<file path="config.mk">
export PLATFORM = sky130hd
export DESIGN_NAME = inst_fetch
export DESIGN_NICKNAME = d
export VERILOG_FILES = /design/src/rtl/inst_fetch.sv
export SDC_FILE = /design/constraint.sdc
export NUM_CORES = 1
export LEC_CHECK = 0
export BUFFER_PORTS_ARGS = -buffer_cell sky130_fd_sc_hd__buf_2
export CORE_MARGIN = 4
export CORE_UTILIZATION = 35
export DETAILED_ROUTE_END_ITERATION = 10
export HOLD_SLACK_MARGIN = 0.15
export PLACE_DENSITY = 0.64
export SLEW_MARGIN = 25
export SYNTH_ARGS = -nofsm -noshare
export SYNTH_HDL_FRONTEND = slang
export SYNTH_SLANG_ARGS = --single-unit
</file>
<file path="constraint.sdc">
create_clock -name clk -period 4.84 [get_ports clk]
set_clock_uncertainty 0.15 [all_clocks]
set_input_delay 0.484 -clock clk [delete_from_list [all_inputs] [get_ports clk]]
set_output_delay 0.484 -clock clk [all_outputs]
set_load 0.01 [all_outputs]
</file>
<file path="src/rtl/inst_fetch.sv">
// Instruction fetch unit: a three-state FSM (idle, fetch, execute) that owns the PC and the instruction register.
// Latency: each instruction takes at least two cycles, one in fetch and one in execute.
// Backpressure: inst_ready=0 keeps the FSM in fetch with inst_req high; stall=1 keeps the FSM in execute with PC and IR held.
//
// Ports:
//   clk, rst_n        clock; asynchronous active-low reset
//   inst_data/_ready  response from instruction memory (ignored outside fetch)
//   Branch, rs_data   next-PC select and jr/jalr target, sampled when execute completes
//   stall             holds the current instruction in execute
//   inst_req/_addr    fetch request and address (address equals PC)
//   inst_out, OPcode, Fun, inst_valid   instruction register and its decode slices
//   PC_out, PC_plus4  address of the instruction in IR, and that address plus 4 (link value)
//   addr_err          misaligned next-PC flag
//
// Build option: define IF_ALIGN_CHECK_EN to trap misaligned next-PC values in a halt
// state that only reset can leave. Without it, the low two bits of next-PC are cleared
// and addr_err stays 0.
module inst_fetch (
   input  logic        clk,
   input  logic        rst_n,
   input  logic [31:0] inst_data,
   input  logic        inst_ready,
   input  logic [1:0]  Branch,
   input  logic [31:0] rs_data,
   input  logic        stall,
   output logic        inst_req,
   output logic [31:0] inst_addr,
   output logic [31:0] inst_out,
   output logic [5:0]  OPcode,
   output logic [5:0]  Fun,
   output logic        inst_valid,
   output logic [31:0] PC_out,
   output logic [31:0] PC_plus4,
   output logic        addr_err
);

`ifdef IF_ALIGN_CHECK_EN
   typedef enum logic [1:0] {S_IDLE, S_FETCH, S_EXEC, S_HALT} state_t;
`else
   typedef enum logic [1:0] {S_IDLE, S_FETCH, S_EXEC} state_t;
`endif

   localparam logic [1:0] BR_SEQ  = 2'b00;
   localparam logic [1:0] BR_COND = 2'b01;
   localparam logic [1:0] BR_JUMP = 2'b10;
   localparam logic [1:0] BR_REG  = 2'b11;

   state_t      state_q, state_d;
   logic [31:0] pc_q, pc_d;        // fetch address
   logic [31:0] ir_q, ir_d;        // instruction register
   logic [31:0] ir_pc_q, ir_pc_d;  // address the IR contents were fetched from

   logic [31:0] pc_plus4;
   logic [31:0] br_offset;
   logic [31:0] next_raw;
   logic [31:0] next_pc;

   // ------------------------------------------------------------------
   // Next-PC computation. In execute, pc_q and ir_pc_q are equal, so all
   // targets are formed relative to the instruction currently in IR.
   // ------------------------------------------------------------------
   assign pc_plus4  = ir_pc_q + 32'd4;               // wraps modulo 2^32
   assign br_offset = {{14{ir_q[15]}}, ir_q[15:0], 2'b00};

   always_comb begin
      next_raw = pc_plus4;
      case (Branch)
         BR_SEQ:  next_raw = pc_plus4;
         BR_COND: next_raw = pc_plus4 + br_offset;
         BR_JUMP: next_raw = {pc_plus4[31:28], ir_q[25:0], 2'b00};
         BR_REG:  next_raw = rs_data;
         default: next_raw = pc_plus4;
      endcase
   end

`ifdef IF_ALIGN_CHECK_EN
   logic addr_err_q, addr_err_d;
   logic misaligned;

   assign next_pc    = next_raw;
   assign misaligned = |next_raw[1:0];
`else
   // Only jr/jalr can produce a misaligned target; clear the low bits.
   assign next_pc = next_raw & ~32'd3;
`endif

   // ------------------------------------------------------------------
   // FSM next-state and datapath update
   // ------------------------------------------------------------------
   always_comb begin
      state_d    = state_q;
      pc_d       = pc_q;
      ir_d       = ir_q;
      ir_pc_d    = ir_pc_q;
`ifdef IF_ALIGN_CHECK_EN
      addr_err_d = addr_err_q;
`endif
      case (state_q)
         S_IDLE: begin
            state_d = S_FETCH;
         end
         S_FETCH: begin
            if (inst_ready) begin
               ir_d    = inst_data;
               ir_pc_d = pc_q;
               state_d = S_EXEC;
            end
         end
         S_EXEC: begin
            // Branch and rs_data matter only on the cycle execute completes.
            if (!stall) begin
`ifdef IF_ALIGN_CHECK_EN
               if (misaligned) begin
                  addr_err_d = 1'b1;
                  state_d    = S_HALT;
               end else begin
                  pc_d    = next_pc;
                  state_d = S_FETCH;
               end
`else
               pc_d    = next_pc;
               state_d = S_FETCH;
`endif
            end
         end
`ifdef IF_ALIGN_CHECK_EN
         S_HALT: begin
            state_d = S_HALT;
         end
`endif
         default: begin
            state_d = S_IDLE;
         end
      endcase
   end

   always_ff @(posedge clk or negedge rst_n) begin
      if (!rst_n) begin
         state_q <= S_IDLE;
         pc_q    <= 32'd0;
         ir_q    <= 32'd0;
         ir_pc_q <= 32'd0;
      end else begin
         state_q <= state_d;
         pc_q    <= pc_d;
         ir_q    <= ir_d;
         ir_pc_q <= ir_pc_d;
      end
   end

`ifdef IF_ALIGN_CHECK_EN
   always_ff @(posedge clk or negedge rst_n) begin
      if (!rst_n) begin
         addr_err_q <= 1'b0;
      end else begin
         addr_err_q <= addr_err_d;
      end
   end

   assign addr_err = addr_err_q;
`else
   assign addr_err = 1'b0;
`endif

   // ------------------------------------------------------------------
   // Outputs. inst_req and inst_valid decode the registered state, so an
   // asynchronous reset clears them in the same cycle.
   // ------------------------------------------------------------------
   assign inst_req   = (state_q == S_FETCH);
   assign inst_valid = (state_q == S_EXEC);
   assign inst_addr  = pc_q;
   assign inst_out   = ir_q;
   assign OPcode     = ir_q[31:26];
   assign Fun        = ir_q[5:0];
   assign PC_out     = ir_pc_q;
   assign PC_plus4   = pc_plus4;

endmodule

</file>
# ---- Word level (Yosys, flattened, before mapping)
# Index checks and enable logic that the tools add are counted.
dict set report word_totals {
  elab_cells 23
  inputBits 70
  reg_bits 94
}
dict set report op_classes {
  n_bitwise 1
  n_reduce_logical 5
  mux 4
  eq_ne 7
  n_addsub 2
}
# op n
set op_table {}
lappend op_table {{$pmux W32 S4} 1}
lappend op_table {{$add A32 B3 Y32 const B} 1}
lappend op_table {{$add A32 B32 Y32} 1}
lappend op_table {{$eq A2 B2 Y1 const B} 3}
lappend op_table {{$pmux W2 S3} 1}
lappend op_table {{$reduce_and A2 Y1} 3}
lappend op_table {{$eq A2 B1 Y1 const B} 2}
lappend op_table {{$logic_not A2 Y1} 2}
lappend op_table {{$mux W2} 2}
lappend op_table {{$ne A2 B2 Y1 const B} 2}
lappend op_table {{$not A1 Y1} 1}

# ---- Logic depth before layout (Yosys ltp)
# Gate-level depths: netlist (run 1).
dict set report logic_depth {
  ltp_word 3
  ltp_mapped 15
  depth_no_buf 14
}

# ---- Least setup slack after synthesis (run 1)
# Ideal clock, no wire load.
dict set report synth_path {
  path_kind {register to register}
  startpoint {reg ir_pc_q[4], in the netlist PC_out[4]}
  endpoint {reg pc_q[24], in the netlist inst_addr[24]}
  setup_slack_ns 1.031
  t_arrival_ns 3.530
  path_stages_with_launch 15
  cell_sequence {dfrtp_1 > buf_2 > nand3_1 > nor4_4 > and4_1 > xor2_1 > ha_1 > a21oi_1 > o21ai_0 > a21o_1 > a41o_4 > a221oi_2 > mux2_1 > o21ai_1 > o21ai_2}
}
dict set report synth_between {
  elab_chain_len 3
}
# item line
set synth_lines {}
lappend synth_lines {{start: declaration} 51} ;# logic [31:0] ir_pc_q, ir_pc_d;
lappend synth_lines {{start signal: assignment} 147} ;# ir_pc_q <= ir_pc_d;
lappend synth_lines {{$add A32 B3 Y32} 62} ;# assign pc_plus4 = ir_pc_q + 32'd4;
lappend synth_lines {{net PC_plus4[17]} 33} ;# output logic [31:0] PC_plus4,
lappend synth_lines {{$add A32 B32 Y32} 69} ;# BR_COND: next_raw = pc_plus4 + br_offset;
lappend synth_lines {{$pmux W32 S4} 67} ;# case (Branch)
lappend synth_lines {{end signal: assignment} 145} ;# pc_q <= pc_d;
lappend synth_lines {{end: declaration} 49} ;# logic [31:0] pc_q, pc_d;
# The timed path passes the listed nets, and every way through them passes these cells.
# A chain may end at the register's enable or synchronous reset.

# ---- Worst setup path after layout (run 1)
dict set report layout_path {
  startpoint {reg ir_pc_q[6], in the netlist PC_out[6]}
  endpoint {reg pc_q[23], in the netlist inst_addr[23]}
}
dict set report layout_between {
  elab_chain_len 3
}
# item line
set layout_lines {}
lappend layout_lines {{$add A32 B3 Y32 (*)} 62}
lappend layout_lines {{$add A32 B32 Y32} 69}
lappend layout_lines {{$pmux W32 S4 (*)} 67}
# Every way passes the cells marked *; elsewhere a longest branch is shown, timed or not.

==> results of run 1 <==
final cells by class:
cell class                      count  share of cell area (%)
Sequential cell                    94                    29.0
Timing Repair Buffer              215                    13.7
Clock inverter                      5                   0.447
Clock buffer                       10                    2.94
Inverter                           13                   0.601
Tap cell                          234                    3.61
Multi-Input combinational cell    524                    49.7
flip-flops by register name, indices dropped and copies added, names as in the netlist:
signal,cells
PC_out,30
inst_addr,30
inst_out,32
state_q,2
metal layers:
metal,vias up,routed length [µm],global-route usage [%]
li1,2809,-,-
met1,2945,9340,26.0
met2,201,10300,32.7
met3,21,1210,4.13
met4,0,255,4.09
met5,-,0,0
path summary, 6_finish.rpt:
check                      cells after the start       endpoint
hold / removal                                 2     state_q[0]
hold reg to reg                                2  inst_addr[27]
setup reg to reg                              14  inst_addr[23]
max in group asynchronous                      3      PC_out[9]
min in group asynchronous                      2     PC_out[12]
setup / recovery                              14  inst_addr[23]
stage by stage:
step	instances	power, W	cell area [µm²]
after floorplan	679	0.00436	6690
after global placement	1079	0.00556	7830
after global routing	1095	0.00683	8120
final	1095	0.00632	8120
after detailed placement	1079	0.00563	7830
after CTS	1095	0.00634	8120
layout by cell type (no fill, tap or decap), drive strengths merged, types with 5 or more instances in the layout:
cell type	n
mux2	67
mux4	17
a31oi	8
o211ai	7
xnor2	29
and3	8
nand4	14
inv	13
a21o	17
xor2	19
o31ai	5
nand3	22
or2	5
nor3	10
o21ai	24
dfrtp	94
nor2b	7
buf	214
nand2	83
o21bai	5
o21a	6
ha	35
clkbuf	10
conb	7
nor2	35
mux2i	10
a21oi	36
where the power goes:
group | switching (W) | total, W | internal, W
Combinational | 0.00220 | 0.00403 | 0.00184
Clock | 0.000329 | 0.000690 | 0.000360
Sequential | 0.000447 | 0.00160 | 0.00115
Total | 0.00297 | 0.00632 | 0.00335
cells by family after synthesis:
| kind of cell | after synthesis | synth area share [%] |
|---|---|---|
| flops | 94 | 35.3 |
| xor+xnor | 48 | 6.30 |
| mux | 94 | 18.6 |
| simple gates | 204 | 14.7 |
| other cells | 1 | 0.0562 |
| fa+ha+maj | 36 | 6.87 |
| buf+inv | 61 | 4.58 |
| compound gates | 135 | 13.6 |
what timing repair did:
| action | CTS | global route |
|---|---|---|
| hold buffers | 1 | 0 |
| hold endpoints to repair | 53 | 0 |
| setup endpoints to repair | 0 | 0 |
==> results.tsv, run 1 <==
stage	metric	value	unit
drt	post-DR vias/cell	5.46	
timing	Period minus WS final	4.31	ns
setup_path	Setup crit start	PC_out[6]	
floorplanning	Initial Util	35.7	%
clocking	H-tree depth	3	
synth	Yosys top cell area share	35.3	%
synth	ys async rst share	100	%
synth	Gate Count Post-Synth	673	
flow_run	Max Cap Viol	0	
floorplanning	core box area	18700	µm²
floorplanning	Die Y-Extent	146	µm
clocking	Clock Tree Root	clkbuf_16	
synth	EDFF count, synth	0	
synth	synth cell count leaders	dfrtp_1 (94), nand2_1 (83), mux2_2 (66), a21oi_1 (36)	
cells_and_area	Synth-to-Final Area Change	21.7	%
drt	Pre-antenna DRT Iters	5	
floorplanning	io pins	213	
synth	syn avg cell area	9.91	µm²
timing	fin crit share	89.0	%
placement	pre-CTS setup slack	0.646	ns
power	worst vdd ir	0.265	mV
timing	Slew HR	30.5	%
timing	Final Hold Vio Count	0	
cells_and_area	antenna cell count	0	
timing	Final TNS setup	0	ns
placement	Detail Placement HPWL	16100	µm
drt	antenna viol nets, final	0	
cells_and_area	share of cells above drive strength 1	38.1	%
setup_path	worst path cell trace	nand4_1 -> nor2_1 -> nand4_1 -> nor2_1 -> xor2_1 -> ha_1 -> a21oi_1 -> o21ai_0 -> a31oi_1 -> o21ai_0 -> a31oi_1 -> mux2i_1 -> o211ai_1 -> o31ai_1	
cells_and_area	multi-input logic area	4040	µm²
synth	flops & latches, synth	94	
clocking	deepest clock path buffer count	2	
clocking	# Post-CTS Setup Buffers	0	
floorplanning	Die X	146	µm
synth	Post-synth top flop	dfrtp_1	
setup_path	crit path max fanout	6	
placement	final estimated routing congestion in global placement	0.879	
setup_path	minimum setup slack among reg-to-reg paths	0.53	ns
clocking	clock latency on the worst-skew pair	0.35	ns
global_route	first-pass GRT wire length	33200	µm
timing	WHS	0.202	ns
drt	routed len/inst	19.3	µm
synth	top cells by area, synth	dfrtp_1 (35%), mux2_2 (11%), ha_1 (6.6%)	
drt	total routed wirelength	21100	µm
setup_path	worst path arrival time	4.42	ns
global_route	grt total ovfl	0	
cells_and_area	Final Util	43.4	%
setup_path	Setup CP Type	register to register	
synth	synthesized cell area	6670	µm²
clocking	post-cts sizing count	0	
synth	Seq/Total Area, Yosys	35.3	%
synth	Yosys top cell by area	dfrtp_1	
setup_path	Critical Path Start Type	register	
setup_path	delay-heaviest family, CP	compound AO/OA/AOI/OAI gates	
setup_path	CP Capture Type	register	
cells_and_area	nets	963	
floorplanning	Core Rows	50	
synth	most numerous cell in the Yosys netlist	dfrtp_1	
synth	Yosys cell types	64	
timing	worst slew pin tran	1.04	ns
setup_path	worst path required time	4.95	ns
clocking	number of clock sinks	94	
timing	fmax	232	MHz
timing	setup violators final	0	
drt	Residual DRC	0	
setup_path	Slowest-stage cell, CP	a31oi_1	
clocking	CTS tree	done	
global_route	largest net degree at the start of global routing	55	
min_path	worst hold path class	input port to register	
drt	Initial DRC Count	411	
setup_path	Worst path max stage delay	0.51	ns
min_path	hold wc startpoint	stall	
setup_path	FF-to-FF Start	PC_out[6]	
cells_and_area	Reg area	2350	µm²
synth	Syn. warnings	0	
global_route	initial antenna violation count	0	
timing	max-slew violation count	0	
clocking	clock buffer count from CTS	9	
timing	RSZ-0062 raised after global routing	false	
clocking	clock-pin slew on the worst setup and hold paths	0.07	ns
timing	Final WS setup	0.531	ns
drt	Vias	5976	
power	Pleak	3.98	nW
global_route	vias in the first global route	5870	
setup_path	Buf+Inv Stages, Crit Path	0	
placement	port bufs	203	
global_route	GRT Overall Usage	19.4	%
cells_and_area	Filler cells	1861	
floorplanning	die area	21300	µm²
power	power per cell area	779	nW/µm²
run_status	status	finished clean	
Note: power is estimated with default switching activity, not from simulation.
==> inputs of run 2 (changes only) <==
- CORE_MARGIN: 4 -> default
- PLACE_DENSITY: 0.64 -> 0.57
==> results.tsv, run 2 (synthesized netlist as in run 1, its figures left out) <==
stage	metric	value	unit	change
placement	Detail Placement HPWL	15700	µm	was 16100 µm
setup_path	Critical Path Start Type	register		unchanged
drt	total routed wirelength	20300	µm	was 21100 µm
timing	worst slew pin tran	0.922	ns	was 1.04 ns
clocking	Post-CTS Hold Buffers	1		unchanged
cells_and_area	non-filler cells, final	1098		was 1095
timing	fmax	230	MHz	was 232 MHz
min_path	worst hold path class	input port to register		unchanged
floorplanning	core box area	18700	µm²	unchanged
drt	routed len/inst	18.5	µm	was 19.3 µm
cells_and_area	Final Util	43.6	%	was 43.4%
drt	Initial DRC Count	303		was 411
floorplanning	io pins	213		unchanged
placement	final estimated routing congestion in global placement	0.871		was 0.879
power	power per cell area	778	nW/µm²	was 779 nW/µm²
floorplanning	Die X	140	µm	was 146 µm
timing	Slew HR	38.5	%	was 30.5%
global_route	vias in the first global route	5638		was 5870
global_route	GRT Overall Usage	21.2	%	was 19.4%
floorplanning	Core Rows	50		unchanged
clocking	CTS tree	done		unchanged
power	worst vdd ir	0.247	mV	was 0.265 mV
setup_path	worst path cell trace	nand4_1 -> nor2_1 -> nand4_1 -> nor2_1 -> xor2_1 -> ha_1 -> a21oi_1 -> o21ai_0 -> a31oi_1 -> o21ai_0 -> a31oi_1 -> buf_4 -> mux2i_1 -> o211ai_1 -> o31ai_1		was nand4_1 -> nor2_1 -> nand4_1 -> nor2_1 -> xor2_1 -> ha_1 -> a21oi_1 -> o21ai_0 -> a31oi_1 -> o21ai_0 -> a31oi_1 -> mux2i_1 -> o211ai_1 -> o31ai_1
cells_and_area	share of cells above drive strength 1	38.3	%	was 38.1%
timing	Final Hold Vio Count	0		unchanged
placement	port bufs	203		unchanged
power	Pleak	4.00	nW	was 3.98 nW
setup_path	CP Capture Type	register		unchanged
setup_path	Worst path max stage delay	0.48	ns	was 0.51 ns
setup_path	Slowest-stage cell, CP	dfrtp_1		was a31oi_1
cells_and_area	antenna cell count	0		unchanged
floorplanning	Die Y-Extent	140	µm	was 146 µm
timing	max-slew violation count	0		unchanged
clocking	H-tree depth	3		unchanged
clocking	post-cts sizing count	0		unchanged
power	Design Power	0.00634	W	was 0.00632 W
clocking	clock buffer count from CTS	9		unchanged
clocking	# Post-CTS Setup Buffers	0		unchanged
drt	Residual DRC	0		unchanged
setup_path	crit path max fanout	7		was 6
cells_and_area	Synth-to-Final Area Change	22.2	%	was 21.7%
timing	setup violators final	0		unchanged
cells_and_area	nets	967		was 963
drt	post-DR vias/cell	5.33		was 5.46
cells_and_area	max FFs per register	32		unchanged
clocking	clock latency on the worst-skew pair	0.35	ns	about the same
timing	Period minus WS final	4.35	ns	was 4.31 ns
setup_path	worst path arrival time	4.44	ns	was 4.42 ns
run_status	status	finished clean		unchanged
global_route	largest net degree at the start of global routing	61		was 55
drt	antenna viol nets, final	0		unchanged
cells_and_area	most common cell after layout, fill and taps aside	buf_2		unchanged
global_route	grt total ovfl	0		unchanged
cells_and_area	most frequent cells in the layout	buf_2 (202), dfrtp_1 (94), nand2_1 (83)		was buf_2 (201), dfrtp_1 (94), nand2_1 (83)
setup_path	worst path required time	4.94	ns	was 4.95 ns
drt	Vias	5847		was 5976
floorplanning	die area	19600	µm²	was 21300 µm²
global_route	initial antenna violation count	0		unchanged
clocking	clock-pin slew on the worst setup and hold paths	0.07	ns	about the same
clocking	deepest clock path buffer count	2		unchanged
drt	Pre-antenna DRT Iters	6		was 5
clocking	number of clock sinks	94		unchanged
global_route	first-pass GRT wire length	32100	µm	was 33200 µm
flow_run	Max Cap Viol	0		unchanged
timing	RSZ-0062 raised after global routing	false		unchanged
floorplanning	Initial Util	35.7	%	unchanged
clocking	Clock Tree Root	clkbuf_16		unchanged
setup_path	Setup CP Type	register to register		unchanged
timing	Final TNS setup	0	ns	unchanged
timing	fin crit share	89.8	%	was 89.0%
placement	Placed Cells	1083		was 1079
-- run 2: cell types whose count changed in the layout (fill, tap and decap cells not counted), sizes merged --
| cell | before | now |
|---|---|---|
| buf | 214 | 218 |
| clkbuf | 10 | 9 |
| clkinvlp | 3 | 1 |
| bufinv | 0 | 1 |
| clkinv | 2 | 3 |
-- run 2: worst paths after layout --
check / from / to / slack [ns] / cells past startpoint
setup / recovery: PC_out[5] / inst_addr[23] / 0.49 / 15
hold / removal: stall / state_q[0] / 0.21 / 2
setup reg to reg: PC_out[5] / inst_addr[23] / 0.49 / 15
hold reg to reg: inst_addr[11] / inst_addr[11] / 0.34 / 2
max in group asynchronous: rst_n / inst_out[30] / 2.92 / 3
min in group asynchronous: rst_n / PC_out[12] / 0.61 / 2
-- run 2: where the power goes --
| group | switching [W] | total, W | leakage [nW] | internal, W |
|---|---|---|---|---|
| Combinational | 0.00217 | 0.00402 | 2.72 | 0.00185 |
| Sequential | 0.000450 | 0.00161 | 1.15 | 0.00116 |
| Clock | 0.000318 | 0.000711 | 0.137 | 0.000392 |
| Total | 0.00294 | 0.00634 | 4.00 | 0.00340 |
-- run 2: cell type report --
class	instances	area, µm²
Tap cell	234	293
Clock inverter	5	52.6
Multi-Input combinational cell	524	4040
Timing Repair Buffer	219	1140
Fill cell	1873	10600
Clock buffer	9	225
Sequential cell	94	2350
Inverter	13	48.8
-- run 2: critical path, delay by kind of cell (launching register included) --
kind	cells	cell delay [ns]
multiplexers	1	0.19
flip-flops	1	0.48
AND/OR/NAND/NOR	4	1.13
adder cells (fa/ha/maj)	1	0.35
XOR/XNOR	1	0.25
AO/OA/AOI/OAI	7	1.52
buffers and inverters	1	0.17
-- run 2: through the flow --
stage               instance area (µm²)  worst slack [ns]  hold WS [ns]
detailed placement                 7860             0.634         0.338
floorplan                          6690              1.03        0.0384
CTS                                8150             0.554         0.199
global route                       8150             0.158         0.201
finish                             8150             0.494         0.205
global placement                   7860             0.664         0.334
-- run 2: routing by layer --
layer	share of wire, %	track usage (%)	wire length [µm]
met1	45	28.2	9220
met2	48	35.1	9730
met5	0	0	0
met3	4.8	3.49	973
met4	1.8	7.00	368
